[src/rtl/fetch_unit.sv]
// Instruction fetch stage: one outstanding imem request, DEPTH-entry {pc, instr} queue, redirect flush.
// Optional performance counters are built when FETCH_PERF_EN is defined.
module fetch_unit #(
  parameter int XLEN = 32,
  parameter int DEPTH = 4,
  parameter logic [XLEN-1:0] RESET_PC = '0
) (
  input  logic            clk,
  input  logic            rst,
  input  logic [XLEN-1:0] pc_addr_i,
  output logic [XLEN-1:0] next_pc_o,
  input  logic            redirect_valid_i,
  input  logic [XLEN-1:0] redirect_target_i,
  output logic            imem_req_o,
  output logic [XLEN-1:0] imem_addr_o,
  input  logic            imem_gnt_i,
  input  logic            imem_rvalid_i,
  input  logic [XLEN-1:0] imem_rdata_i,
  output logic            dec_valid_o,
  input  logic            dec_ready_i,
  output logic [XLEN-1:0] dec_pc_o,
  output logic [XLEN-1:0] dec_instr_o,
  output logic [31:0]     perf_fetch_cnt_o,
  output logic [31:0]     perf_stall_cnt_o
);

  localparam int AW = $clog2(DEPTH);
  localparam int CW = AW + 1;
  localparam logic [CW-1:0] DEPTH_C = CW'(DEPTH);

  typedef enum logic [1:0] {
    BOOT = 2'd0,
    IDLE = 2'd1,
    WAIT = 2'd2,
    DROP = 2'd3
  } state_t;

  state_t            state_q, state_d;
  logic [XLEN-1:0]   req_pc_q, req_pc_d;
  logic [CW-1:0]     count_q, count_d;
  logic [AW-1:0]     head_q, head_d;
  logic [AW-1:0]     tail_q, tail_d;
  logic [XLEN-1:0]   mem_pc_q    [DEPTH];
  logic [XLEN-1:0]   mem_instr_q [DEPTH];

  logic gnt_s;
  logic push_s;
  logic pop_s;

  assign imem_addr_o = pc_addr_i;
  assign gnt_s       = imem_req_o && imem_gnt_i;
  assign dec_valid_o = (count_q != {CW{1'b0}});
  assign pop_s       = dec_valid_o && dec_ready_i && !redirect_valid_i;
  assign dec_pc_o    = mem_pc_q[head_q];
  assign dec_instr_o = mem_instr_q[head_q];

  // State register
  always_ff @(posedge clk or posedge rst) begin
    if (rst) begin
      state_q <= BOOT;
    end else begin
      state_q <= state_d;
    end
  end

  // Next-state logic; a late response always returns WAIT/DROP to IDLE
  always_comb begin
    state_d = state_q;
    case (state_q)
      BOOT: state_d = IDLE;
      IDLE: begin
        if (gnt_s) state_d = WAIT;
        else       state_d = IDLE;
      end
      WAIT: begin
        if (imem_rvalid_i)         state_d = IDLE;
        else if (redirect_valid_i) state_d = DROP;
        else                       state_d = WAIT;
      end
      DROP: begin
        if (imem_rvalid_i) state_d = IDLE;
        else               state_d = DROP;
      end
      default: state_d = BOOT;
    endcase
  end

  // Output logic: request, next PC and queue push
  always_comb begin
    imem_req_o = 1'b0;
    next_pc_o  = pc_addr_i;
    push_s     = 1'b0;
    case (state_q)
      BOOT: next_pc_o = RESET_PC;
      IDLE: begin
        imem_req_o = !redirect_valid_i && (count_q < DEPTH_C);
        if (imem_req_o && imem_gnt_i) next_pc_o = pc_addr_i + XLEN'(4);
        else                          next_pc_o = pc_addr_i;
      end
      WAIT:    push_s = imem_rvalid_i && !redirect_valid_i;
      DROP:    push_s = 1'b0;
      default: next_pc_o = pc_addr_i;
    endcase
    if (redirect_valid_i) next_pc_o = {redirect_target_i[XLEN-1:2], 2'b00};
    else                  next_pc_o = next_pc_o;
  end

  // Queue pointer/occupancy next state; redirect flush has priority over push/pop
  always_comb begin
    req_pc_d = gnt_s ? pc_addr_i : req_pc_q;
    head_d   = head_q;
    tail_d   = tail_q;
    count_d  = count_q;
    if (redirect_valid_i) begin
      head_d  = {AW{1'b0}};
      tail_d  = {AW{1'b0}};
      count_d = {CW{1'b0}};
    end else begin
      if (push_s) tail_d = tail_q + AW'(1);
      else        tail_d = tail_q;
      if (pop_s)  head_d = head_q + AW'(1);
      else        head_d = head_q;
      case ({push_s, pop_s})
        2'b10:   count_d = count_q + CW'(1);
        2'b01:   count_d = count_q - CW'(1);
        default: count_d = count_q;
      endcase
    end
  end

  // Queue control registers
  always_ff @(posedge clk or posedge rst) begin
    if (rst) begin
      req_pc_q <= {XLEN{1'b0}};
      head_q   <= {AW{1'b0}};
      tail_q   <= {AW{1'b0}};
      count_q  <= {CW{1'b0}};
    end else begin
      req_pc_q <= req_pc_d;
      head_q   <= head_d;
      tail_q   <= tail_d;
      count_q  <= count_d;
    end
  end

  // Queue storage
  always_ff @(posedge clk or posedge rst) begin
    if (rst) begin
      for (int i = 0; i < DEPTH; i++) begin
        mem_pc_q[i]    <= {XLEN{1'b0}};
        mem_instr_q[i] <= {XLEN{1'b0}};
      end
    end else if (push_s) begin
      mem_pc_q[tail_q]    <= req_pc_q;
      mem_instr_q[tail_q] <= imem_rdata_i;
    end
  end

`ifdef FETCH_PERF_EN
  logic [31:0] fetch_cnt_q;
  logic [31:0] stall_cnt_q;

  // Pushes and decode-starved cycles, both wrapping
  always_ff @(posedge clk or posedge rst) begin
    if (rst) begin
      fetch_cnt_q <= 32'd0;
      stall_cnt_q <= 32'd0;
    end else begin
      fetch_cnt_q <= fetch_cnt_q + {31'd0, push_s};
      stall_cnt_q <= stall_cnt_q + {31'd0, dec_ready_i && !dec_valid_o};
    end
  end

  assign perf_fetch_cnt_o = fetch_cnt_q;
  assign perf_stall_cnt_o = stall_cnt_q;
`else
  assign perf_fetch_cnt_o = 32'd0;
  assign perf_stall_cnt_o = 32'd0;
`endif

endmodule

[config.mk]
export PLATFORM = sky130hd
export DESIGN_NAME = fetch_unit
export DESIGN_NICKNAME = d
export VERILOG_FILES = /design/src/rtl/fetch_unit.sv
export SDC_FILE = /design/constraint.sdc
export NUM_CORES = 1
export LEC_CHECK = 0
export ABC_AREA = 1
export CAP_MARGIN = 0
export CORE_MARGIN = 1.5
export CORE_UTILIZATION = 55
export DETAILED_ROUTE_END_ITERATION = 6
export MAX_ROUTING_LAYER = met4
export PLACE_DENSITY = 0.88
export SYNTH_ARGS = -nofsm -noshare
export SYNTH_HDL_FRONTEND = slang
export SYNTH_SLANG_ARGS = --single-unit
export TNS_END_PERCENT = 30
[constraint.sdc]
create_clock -name clk -period 32.6 [get_ports clk]
set_input_delay 9.78 -clock clk [delete_from_list [all_inputs] [get_ports clk]]
set_output_delay 9.78 -clock clk [all_outputs]
set_load 0.05 [all_outputs]
==> results by group, run 1 <==
CTS
  • Sink Count: 297
  • CTS Buf Count: 29
  • Setup Fix Bufs, Post-CTS: 0
  • Worst-path clk slew: 60 ps
  • CTS tree: built
  • CTS H-tree depth: 1
  • Clk buf depth: 3
  • Skew-Pair Late Insertion Delay: 530 ps
  • Post-CTS Hold Fix Bufs: 0
  • Resize count post-CTS: 0
  • CTS root buf: clkbuf_16

Placed design
  • GP Congestion: 0.867
  • # placed instances: 2245
  • Final HPWL from detailed placement: 23200 um
  • Input/output buffers: 229
  • Setup WS pre-CTS: 10280 ps

Synthesis
  • Cell Area, Synth: 15000 um2
  • Post-synthesis area per instance: 8.27 um2
  • Synthesis-stage register bit count: 297
  • Synth warn: 0
  • Synth unique cells: 34
  • Top FF cell, synth: dfrtp_1
  • Async S/R FF share, synth: 100%
  • Seq/Total Area, Yosys: 49.7%
  • Syn Inst Count: 1809
  • Number of synthesized flops with an enable pin: 0

Timing
  • Setup TNS Final: 0 ps
  • Final setup viols: 0
  • Max Freq: 44.8 MHz
  • Final WS setup: 10260 ps
  • Setup Skew: 4.71 ps
  • Min Tclk post-route: 22340 ps
  • RSZ-0062 raised after global routing: no
  • Max-slew headroom: 14.5%
  • Worst Max-Slew Pin Slew: 1280 ps
  • Slew Viols, Final: 0
  • Tcrit/Tclk final: 68.5%
  • Fin. Hold Viols: 0

Run status
  • Status: finished clean

Min path
  • Type of the worst min-delay path: reg -> reg
  • Hold Path Origin: mem_pc_q[79]

GRT
  • First-pass GRT wire length: 61400 um
  • GRT Util Overall: 27.7%
  • Initial antenna violation count: 1
  • Largest net degree at the start of global routing: 129
  • Vias in the first global route: 12300
  • GRT overflow: 0

Cells and area
  • Seq. cell area: 7440 um2
  • Fillers: 2204
  • Multi-input gate area: 5770 um2
  • Commonest non-fill, non-tap cell in the layout: nand2_1
  • Final std cells w/o fill: 2298
  • Final core utilization: 64.9%
  • Layout cells sized above 1: 4.70%
  • Most frequent cells in the layout: 412 x nand2_1, 372 x o21ai_0, 295 x dfrtp_1, 229 x clkdlybuf4s50_1, 166 x nor2_1
  • Fin nets: 2043
  • Layout area overhead: 16.4%

Floorplanning
  • CORE AREA: 26800 um2
  • Initial core utilization: 55.8%
  • I/O Pins: 296
  • Full die area: 28200 um2
  • Die Width: 168 um
  • Die height: 168 um
  • Rows: 60

Setup path
  • RR Startpoint: state_q[1]
  • CP Capture Type: output pin
  • Crit-path max FO: 6
  • Crit path kind: in -> out
  • Worst EP arrival: 12560 ps
  • CP Launch Type: input port
  • Setup crit start: pc_addr_i[3]
  • Crit path required time: 22820 ps

Drt
  • Drt pass-1 iters: 6
  • DR WL/cell: 16.7 um
  • Routed wire length: 38300 um
  • DRC violations left: 0
  • Remaining antenna violation count: 0
  • Vias per cell: 5.60
  • Routed vias: 12867
  • Initial DRC count: 1208

Run
  • Max Cap Violations: 0

Power and ir drop
  • PwrDens: 81.9 nW/um2
  • Static Leak: 0.00813 uW
  • Peak VDD IR: 0.0464 mV
## where the power goes
group	internal, uW	total (uW)	switching (uW)
Clock	194	331	137
Combinational	189	631	442
Sequential	430	464	34.1
## Yosys cell counts, types with 18 or more instances
cell      number  area share, %
buf_2         18           0.60
buf_4         96            4.8
buf_6         52            3.9
clkbuf_1      39           0.98
dfrtp_1      297             50
inv_1        111            2.8
nand2_1      412             10
nand3_1       42            1.4
nor2_1       166            4.2
o21ai_0      372             12
o21ai_1       67            2.2
o22ai_1       67            2.8
## worst paths after layout
path	end	slack (ps)	depth (start not counted)
max reg2reg	mem_pc_q[26]	30180	6
min in group asynchronous	mem_instr_q[21]	9780	2
max	next_pc_o[16]	10260	11
max in group asynchronous	head_q[0]	21070	3
min reg2reg	mem_pc_q[79]	480	2
min	mem_pc_q[79]	480	2
## cell families after synthesis
group	share of synthesized area, %
adder cells (fa/ha/maj)	0.552
AND/OR/NAND/NOR	18.1
flip-flops	49.7
other	0.0251
AO/OA/AOI/OAI	18.2
buffers and inverters	13.3
XOR/XNOR	0.176
## layout make-up
cell class	count	share of cell area [%]
Inverter	115	2.54
Clock buffer	36	4.49
Multi-Input combinational cell	1251	33.2
Sequential cell	297	42.7
Clock inverter	16	0.927
Antenna cell	1	0.0144
Tap cell	341	2.45
Timing Repair Buffer	241	13.7
## routing by layer
layer  share of wire (%)  vias up  global-route usage [%]
met5                   0        -                       -
met4                 2.1        0                    8.42
met3                 7.0       75                    3.67
met2                  49      558                    46.2
met1                  42     6213                    35.3
li1                    -     6021                       -
## critical path: stages
cell and delay (ps):
clkdlybuf4s50_1 660, ha_1 260, nand3_1 180, inv_1 180, nand3_1 160, nor2_1 240
nand2_1 80, nand2_1 70, nand3_1 70, nand2_1 80, clkdlybuf4s50_1 800
## sequential cells by signal, indices dropped and copies added, names as in the netlist
name,count
count_q,3
req_pc_q,32
state_q,2
head_q,2
mem_instr_q,128
tail_q,2
mem_pc_q,128
## through the flow
stage | hold WS, ps | instance area (um2) | power (uW)
finish | 478 | 17400 | 1430
global route | 498 | 17400 | 1500
CTS | 483 | 17400 | 1430
detailed placement | 468 | 16500 | 1100
global placement | 461 | 16500 | 1080
floorplan | 448 | 15200 | 904
(Power assumes the default switching activity.)
==> run 2: changes to the inputs <==
CORE_UTILIZATION = 47   (was 55)
PLACE_DENSITY = 0.81   (was 0.88)
clock period = 19.3 ns   (was 32.6 ns; I/O delays follow)
==> run 2 against run 1 <==
- first-iteration DRC count is 11% lower
- sequential share of layout area down 0.32 points
- clock power rose by 76%
- count of clock-buffer cells in the layout grew 12
- clock skew is 3.7 ps higher
- total power is 70% higher
- core utilization fell by 9.2 points
- global-route usage decreased by 3.6 points
- worst setup slack worse by 5300 ps
- critical endpoint unchanged
==> results by group, run 2 (synthesis gave the netlist of run 1 again) <==
Cells and area
  • Most frequent cells in the layout: 412 x nand2_1, 372 x o21ai_0, 295 x dfrtp_1, 229 x clkdlybuf4s50_1, 166 x nor2_1
  • Largest regs: mem_instr_q: 128 flops, mem_pc_q: 128 flops, req_pc_q: 32 flops
  • Layout cells sized above 1: 4.50%
  • Fin nets: 2045
  • Fillers: 2765
  • Commonest non-fill, non-tap cell in the layout: nand2_1
  • Antenna Cells: 0
  • Layout area overhead: 17.2%
  • Final core utilization: 55.7%

Floorplanning
  • Full die area: 32900 um2
  • Die height: 181 um
  • CORE AREA: 31500 um2
  • Rows: 65
  • Die Width: 181 um
  • I/O Pins: 296
  • Initial core utilization: 47.5%

CTS
  • Post-CTS Hold Fix Bufs: 0
  • CTS Buf Count: 30
  • CTS root buf: clkbuf_16
  • Resize count post-CTS: 0
  • Skew-Pair Late Insertion Delay: 540 ps
  • Worst-path clk slew: 60 ps
  • Setup Fix Bufs, Post-CTS: 0
  • Sink Count: 297
  • CTS tree: built
  • CTS H-tree depth: 1
  • Clk buf depth: 3

GRT
  • Initial antenna violation count: 0
  • First-pass GRT wire length: 62200 um
  • Vias in the first global route: 12230
  • Largest net degree at the start of global routing: 148
  • GRT Util Overall: 24.1%
  • GRT overflow: 0

Setup path
  • Worst path slowest cell: clkdlybuf4s50_1
  • Worst path top cell family by delay: buffers and inverters
  • Setup crit start: pc_addr_i[3]
  • Crit path cell chain: clkdlybuf4s50_1 > ha_1 > nand3_1 > inv_1 > nand3_1 > nor2_1 > nand2_1 > nand2_1 > nand3_1 > nand2_1 > clkdlybuf4s50_1
  • Crit path kind: in -> out
  • Buf/Inv on CP: 3
  • RR Startpoint: state_q[1]
  • Worst EP arrival: 8590 ps
  • CP Launch Type: input port
  • CP Capture Type: output pin
  • Slowest stage delay, CP: 820 ps
  • Crit-path max FO: 6
  • Crit path required time: 13510 ps

Timing
  • Worst Max-Slew Pin Slew: 1190 ps
  • Final setup viols: 0
  • Min Tclk post-route: 14380 ps
  • Fin. Hold Viols: 0
  • Slew Viols, Final: 0
  • Tcrit/Tclk final: 74.5%
  • Setup Skew: 8.37 ps
  • Max Freq: 69.5 MHz
  • Setup TNS Final: 0 ps
  • RSZ-0062 raised after global routing: no
  • Max-slew headroom: 20.8%

Placed design
  • Final HPWL from detailed placement: 23900 um
  • Input/output buffers: 229
  • GP Congestion: 0.880

Drt
  • DR WL/cell: 16.3 um
  • DRC violations left: 0
  • Routed vias: 12640
  • Initial DRC count: 1075
  • Routed wire length: 38500 um
  • Drt pass-1 iters: 5
  • Remaining antenna violation count: 0
  • Vias per cell: 5.36

Run status
  • Status: finished clean

Min path
  • Type of the worst min-delay path: reg -> reg
  • Hold Path Origin: mem_pc_q[43]

Run
  • Max Cap Violations: 0

Power and ir drop
  • Static Leak: 0.00815 uW
  • PwrDens: 139 nW/um2
  • Peak VDD IR: 0.0924 mV
[run 2: cell count changes in the layout (fill, tap and decap cells not counted)]
cell        before  now
buf_4           12   13
inv_6            1    0
clkbuf_1         4    9
bufinv_16        3    2
clkinv_4         0    1
clkinv_2        12    2
clkinvlp_4       1    0
diode_2          1    0
clkbuf_16       29   31
clkbuf_8         3    8
[run 2: layout make-up]
cell class	instances	area [um2]	area share, %
Sequential cell	297	7440	42.4
Inverter	115	443	2.53
Tap cell	402	503	2.87
Multi-Input combinational cell	1251	5770	32.9
Timing Repair Buffer	242	2390	13.6
Clock buffer	48	920	5.24
Clock inverter	4	73.8	0.421
[run 2: final timing paths]
path / slack, ps / depth (start not counted) / endpoint
worst max-delay path: 4920 / 11 / next_pc_o[16]
worst min-delay path: 480 / 2 / mem_pc_q[43]
worst max register to register: 16850 / 6 / mem_pc_q[20]
worst min register to register: 480 / 2 / mem_pc_q[43]
max in group asynchronous: 10940 / 4 / head_q[0]
min in group asynchronous: 5810 / 2 / mem_instr_q[21]
[run 2: layer usage]
layer / vias up / track usage (%) / share of wire [%]
li1: 6028 / - / -
met1: 5955 / 30.8 / 42
met2: 583 / 39.6 / 47
met3: 74 / 3.31 / 7.3
met4: 0 / 8.30 / 3.0
met5: - / - / 0
[run 2: worst reg2reg max path: stages, from the launching register on]
cell     delay (ps)
dfrtp_1         510
nand3_4         190
nor2_8           80
nand2_4         260
buf_4           960
nand2_1         190
o21ai_1         160
[run 2: per-stage QoR]
step / total power (uW) / worst slack [ps] / cells / cell area (um2) / hold slack (ps)
floorplan: 1530 / 5310 / 1872 / 15200 / 448
global placement: 1840 / 4900 / 2307 / 16500 / 461
detailed placement: 1860 / 4910 / 2307 / 16500 / 468
CTS: 2450 / 4910 / 2359 / 17500 / 483
global route: 2550 / 4690 / 2359 / 17500 / 497
finish: 2430 / 4920 / 2359 / 17500 / 479
[run 2: report_power, final]
| group | switching, uW | internal (uW) | total (uW) |
|---|---|---|---|
| registers | 61.7 | 727 | 788 |
| logic | 741 | 319 | 1060 |
| clock network | 231 | 350 | 581 |
| total | 1030 | 1390 | 2430 |
==> run 3: changes to the inputs <==
clock period = 11.7 ns   (was 19.3 ns; I/O delays follow)
==> run 3 against run 2 <==
- clock skew grew 0.51 ps
- highest routed layer unchanged
- worst setup slack worse by 3100 ps
- clock power rose by 64%
- non-clock buffer count is 1 higher
- via count down 0.59%
- critical endpoint unchanged
- cell count grew 0.13%
- flip-flop and latch count stayed put
- hold slack hardly changed
- critical path depth stayed put
==> results by group, run 3 (synthesis gave the netlist of run 1 again) <==
Cells and area
  • Commonest non-fill, non-tap cell in the layout: nand2_1
  • Antenna Cells: 0
  • Largest regs: mem_instr_q: 128 flops, mem_pc_q: 128 flops, req_pc_q: 32 flops
  • Layout cells sized above 1: 4.85%
  • Fin nets: 2046
  • Layout area overhead: 17.3%
  • Fillers: 2810
  • Most frequent cells in the layout: 412 x nand2_1, 372 x o21ai_0, 295 x dfrtp_1, 229 x clkdlybuf4s50_1, 166 x nor2_1
  • Post-route cell area: 17500 um2

Drt
  • DR WL/cell: 16.4 um
  • Remaining antenna violation count: 0
  • Routed vias: 12566
  • DRC violations left: 0
  • Drt pass-1 iters: 5
  • Vias per cell: 5.32
  • Initial DRC count: 922
  • Routed wire length: 38600 um

Timing
  • Slew Viols, Final: 0
  • Fin. Hold Viols: 0
  • Final setup viols: 0
  • Tcrit/Tclk final: 84.7%
  • Max Freq: 101 MHz
  • Setup Skew: 8.88 ps
  • Min Tclk post-route: 9910 ps
  • Worst Max-Slew Pin Slew: 1010 ps
  • Setup TNS Final: 0 ps
  • Max-slew headroom: 33.0%
  • RSZ-0062 raised after global routing: no

Floorplanning
  • Rows: 65
  • Full die area: 32900 um2
  • CORE AREA: 31500 um2
  • I/O Pins: 296
  • Die Width: 181 um
  • Die height: 181 um
  • Initial core utilization: 47.5%

Setup path
  • CP Capture Type: output pin
  • Worst EP arrival: 6400 ps
  • Worst path top cell family by delay: buffers and inverters
  • Crit path cell chain: clkdlybuf4s50_1 > ha_1 > nand3_1 > inv_1 > nand3_1 > nor2_1 > nand2_1 > nand2_1 > nand3_1 > nand2_1 > clkdlybuf4s50_1
  • Crit-path max FO: 6
  • Crit path kind: in -> out
  • Buf/Inv on CP: 3
  • FF-to-FF setup slack: 9260 ps
  • CP Launch Type: input port
  • Reg2Reg Depth: 6
  • Slowest stage delay, CP: 830 ps
  • Worst path slowest cell: clkdlybuf4s50_1
  • R2r endpoint: mem_pc_q[11]
  • RR Startpoint: state_q[1]
  • Crit path required time: 8190 ps

CTS
  • Sink Count: 297
  • CTS tree: built
  • Resize count post-CTS: 0
  • Clk buf depth: 3
  • CTS root buf: clkbuf_16
  • Post-CTS Hold Fix Bufs: 0
  • CTS Buf Count: 30
  • Setup Fix Bufs, Post-CTS: 0
  • Worst-path clk slew: 60 ps
  • Skew-Pair Late Insertion Delay: 560 ps
  • CTS H-tree depth: 1

Placed design
  • Dpl cell area: 16500 um2
  • GP Congestion: 0.909
  • Input/output buffers: 229
  • Final HPWL from detailed placement: 24000 um

GRT
  • Largest net degree at the start of global routing: 90
  • Vias in the first global route: 12305
  • First-pass GRT wire length: 62700 um
  • GRT Util Overall: 24.1%
  • GRT overflow: 0
  • Initial antenna violation count: 0

Min path
  • Hold Path Depth: 2
  • Worst Hold End: mem_pc_q[41]
  • Hold Path Origin: mem_pc_q[41]
  • Type of the worst min-delay path: reg -> reg

Power and ir drop
  • Peak VDD IR: 0.119 mV
  • PwrDens: 228 nW/um2
  • Static Leak: 0.00815 uW

Run
  • Max Cap Violations: 0

Run status
  • Status: finished clean
-- run 3: cell count changes in the layout (fill, tap and decap cells not counted) --
cell        change
clkinv_8        +1
clkinv_4        -1
clkinv_2        +4
bufinv_16       -1
clkbuf_8        +2
buf_4           +1
inv_8           -1
clkinvlp_4      +3
clkbuf_1        -4
clkbuf_16       -1
-- run 3: layout make-up --
| class | count | area (um2) | area share, % |
|---|---|---|---|
| clock buffer | 45 | 907 | 5.17 |
| clock inverter | 9 | 86.3 | 0.492 |
| inverter | 115 | 439 | 2.50 |
| multi-input combinational | 1251 | 5770 | 32.9 |
| sequential | 297 | 7440 | 42.4 |
| tap | 402 | 503 | 2.87 |
| timing repair buffer | 243 | 2400 | 13.7 |
-- run 3: how the worst max path moves through the flow --
stage | start | end | slack (ps) | cells after the start
after floorplan | redirect_valid_i | next_pc_o[6] | 2990 | 6
after global placement | pc_addr_i[3] | next_pc_o[16] | 1840 | 11
after detailed placement | pc_addr_i[3] | next_pc_o[16] | 1820 | 11
after CTS | pc_addr_i[3] | next_pc_o[16] | 1800 | 11
after global routing | pc_addr_i[3] | next_pc_o[16] | 1620 | 11
final | pc_addr_i[3] | next_pc_o[16] | 1790 | 11
-- run 3: report_power, final --
| part | internal [uW] | leakage (uW) | total [uW] | switching [uW] |
|---|---|---|---|---|
| clock network | 555 | 0.000488 | 953 | 398 |
| registers | 1200 | 0.00404 | 1290 | 95.4 |
| logic | 526 | 0.00362 | 1750 | 1230 |
-- run 3: through the flow --
stage | total power [uW] | std cells | hold WS [ps] | setup WS, ps | utilization [%]
after floorplan | 2520 | 1872 | 448 | 2990 | -
after global placement | 3030 | 2308 | 460 | 1840 | 52.6
after detailed placement | 3060 | 2308 | 468 | 1820 | 52.6
after CTS | 4030 | 2362 | 483 | 1800 | 55.7
after global routing | 4210 | 2362 | 499 | 1620 | 55.7
final | 4000 | 2362 | 479 | 1790 | 55.7
-- run 3: worst reg2reg max path, delay by kind of cell (launching register included) --
kind	cells	cell delay, ps
compound gates	1	120
flops	1	520
buf+inv	1	750
simple gates	4	980
-- run 3: metal layers --
layer,up-vias,GRT usage (%),part of all wire (%)
met5,-,-,0
met4,0,7.17,2.4
met3,73,3.37,6.3
met2,520,40.3,48
met1,5951,30.6,43
li1,6022,-,-
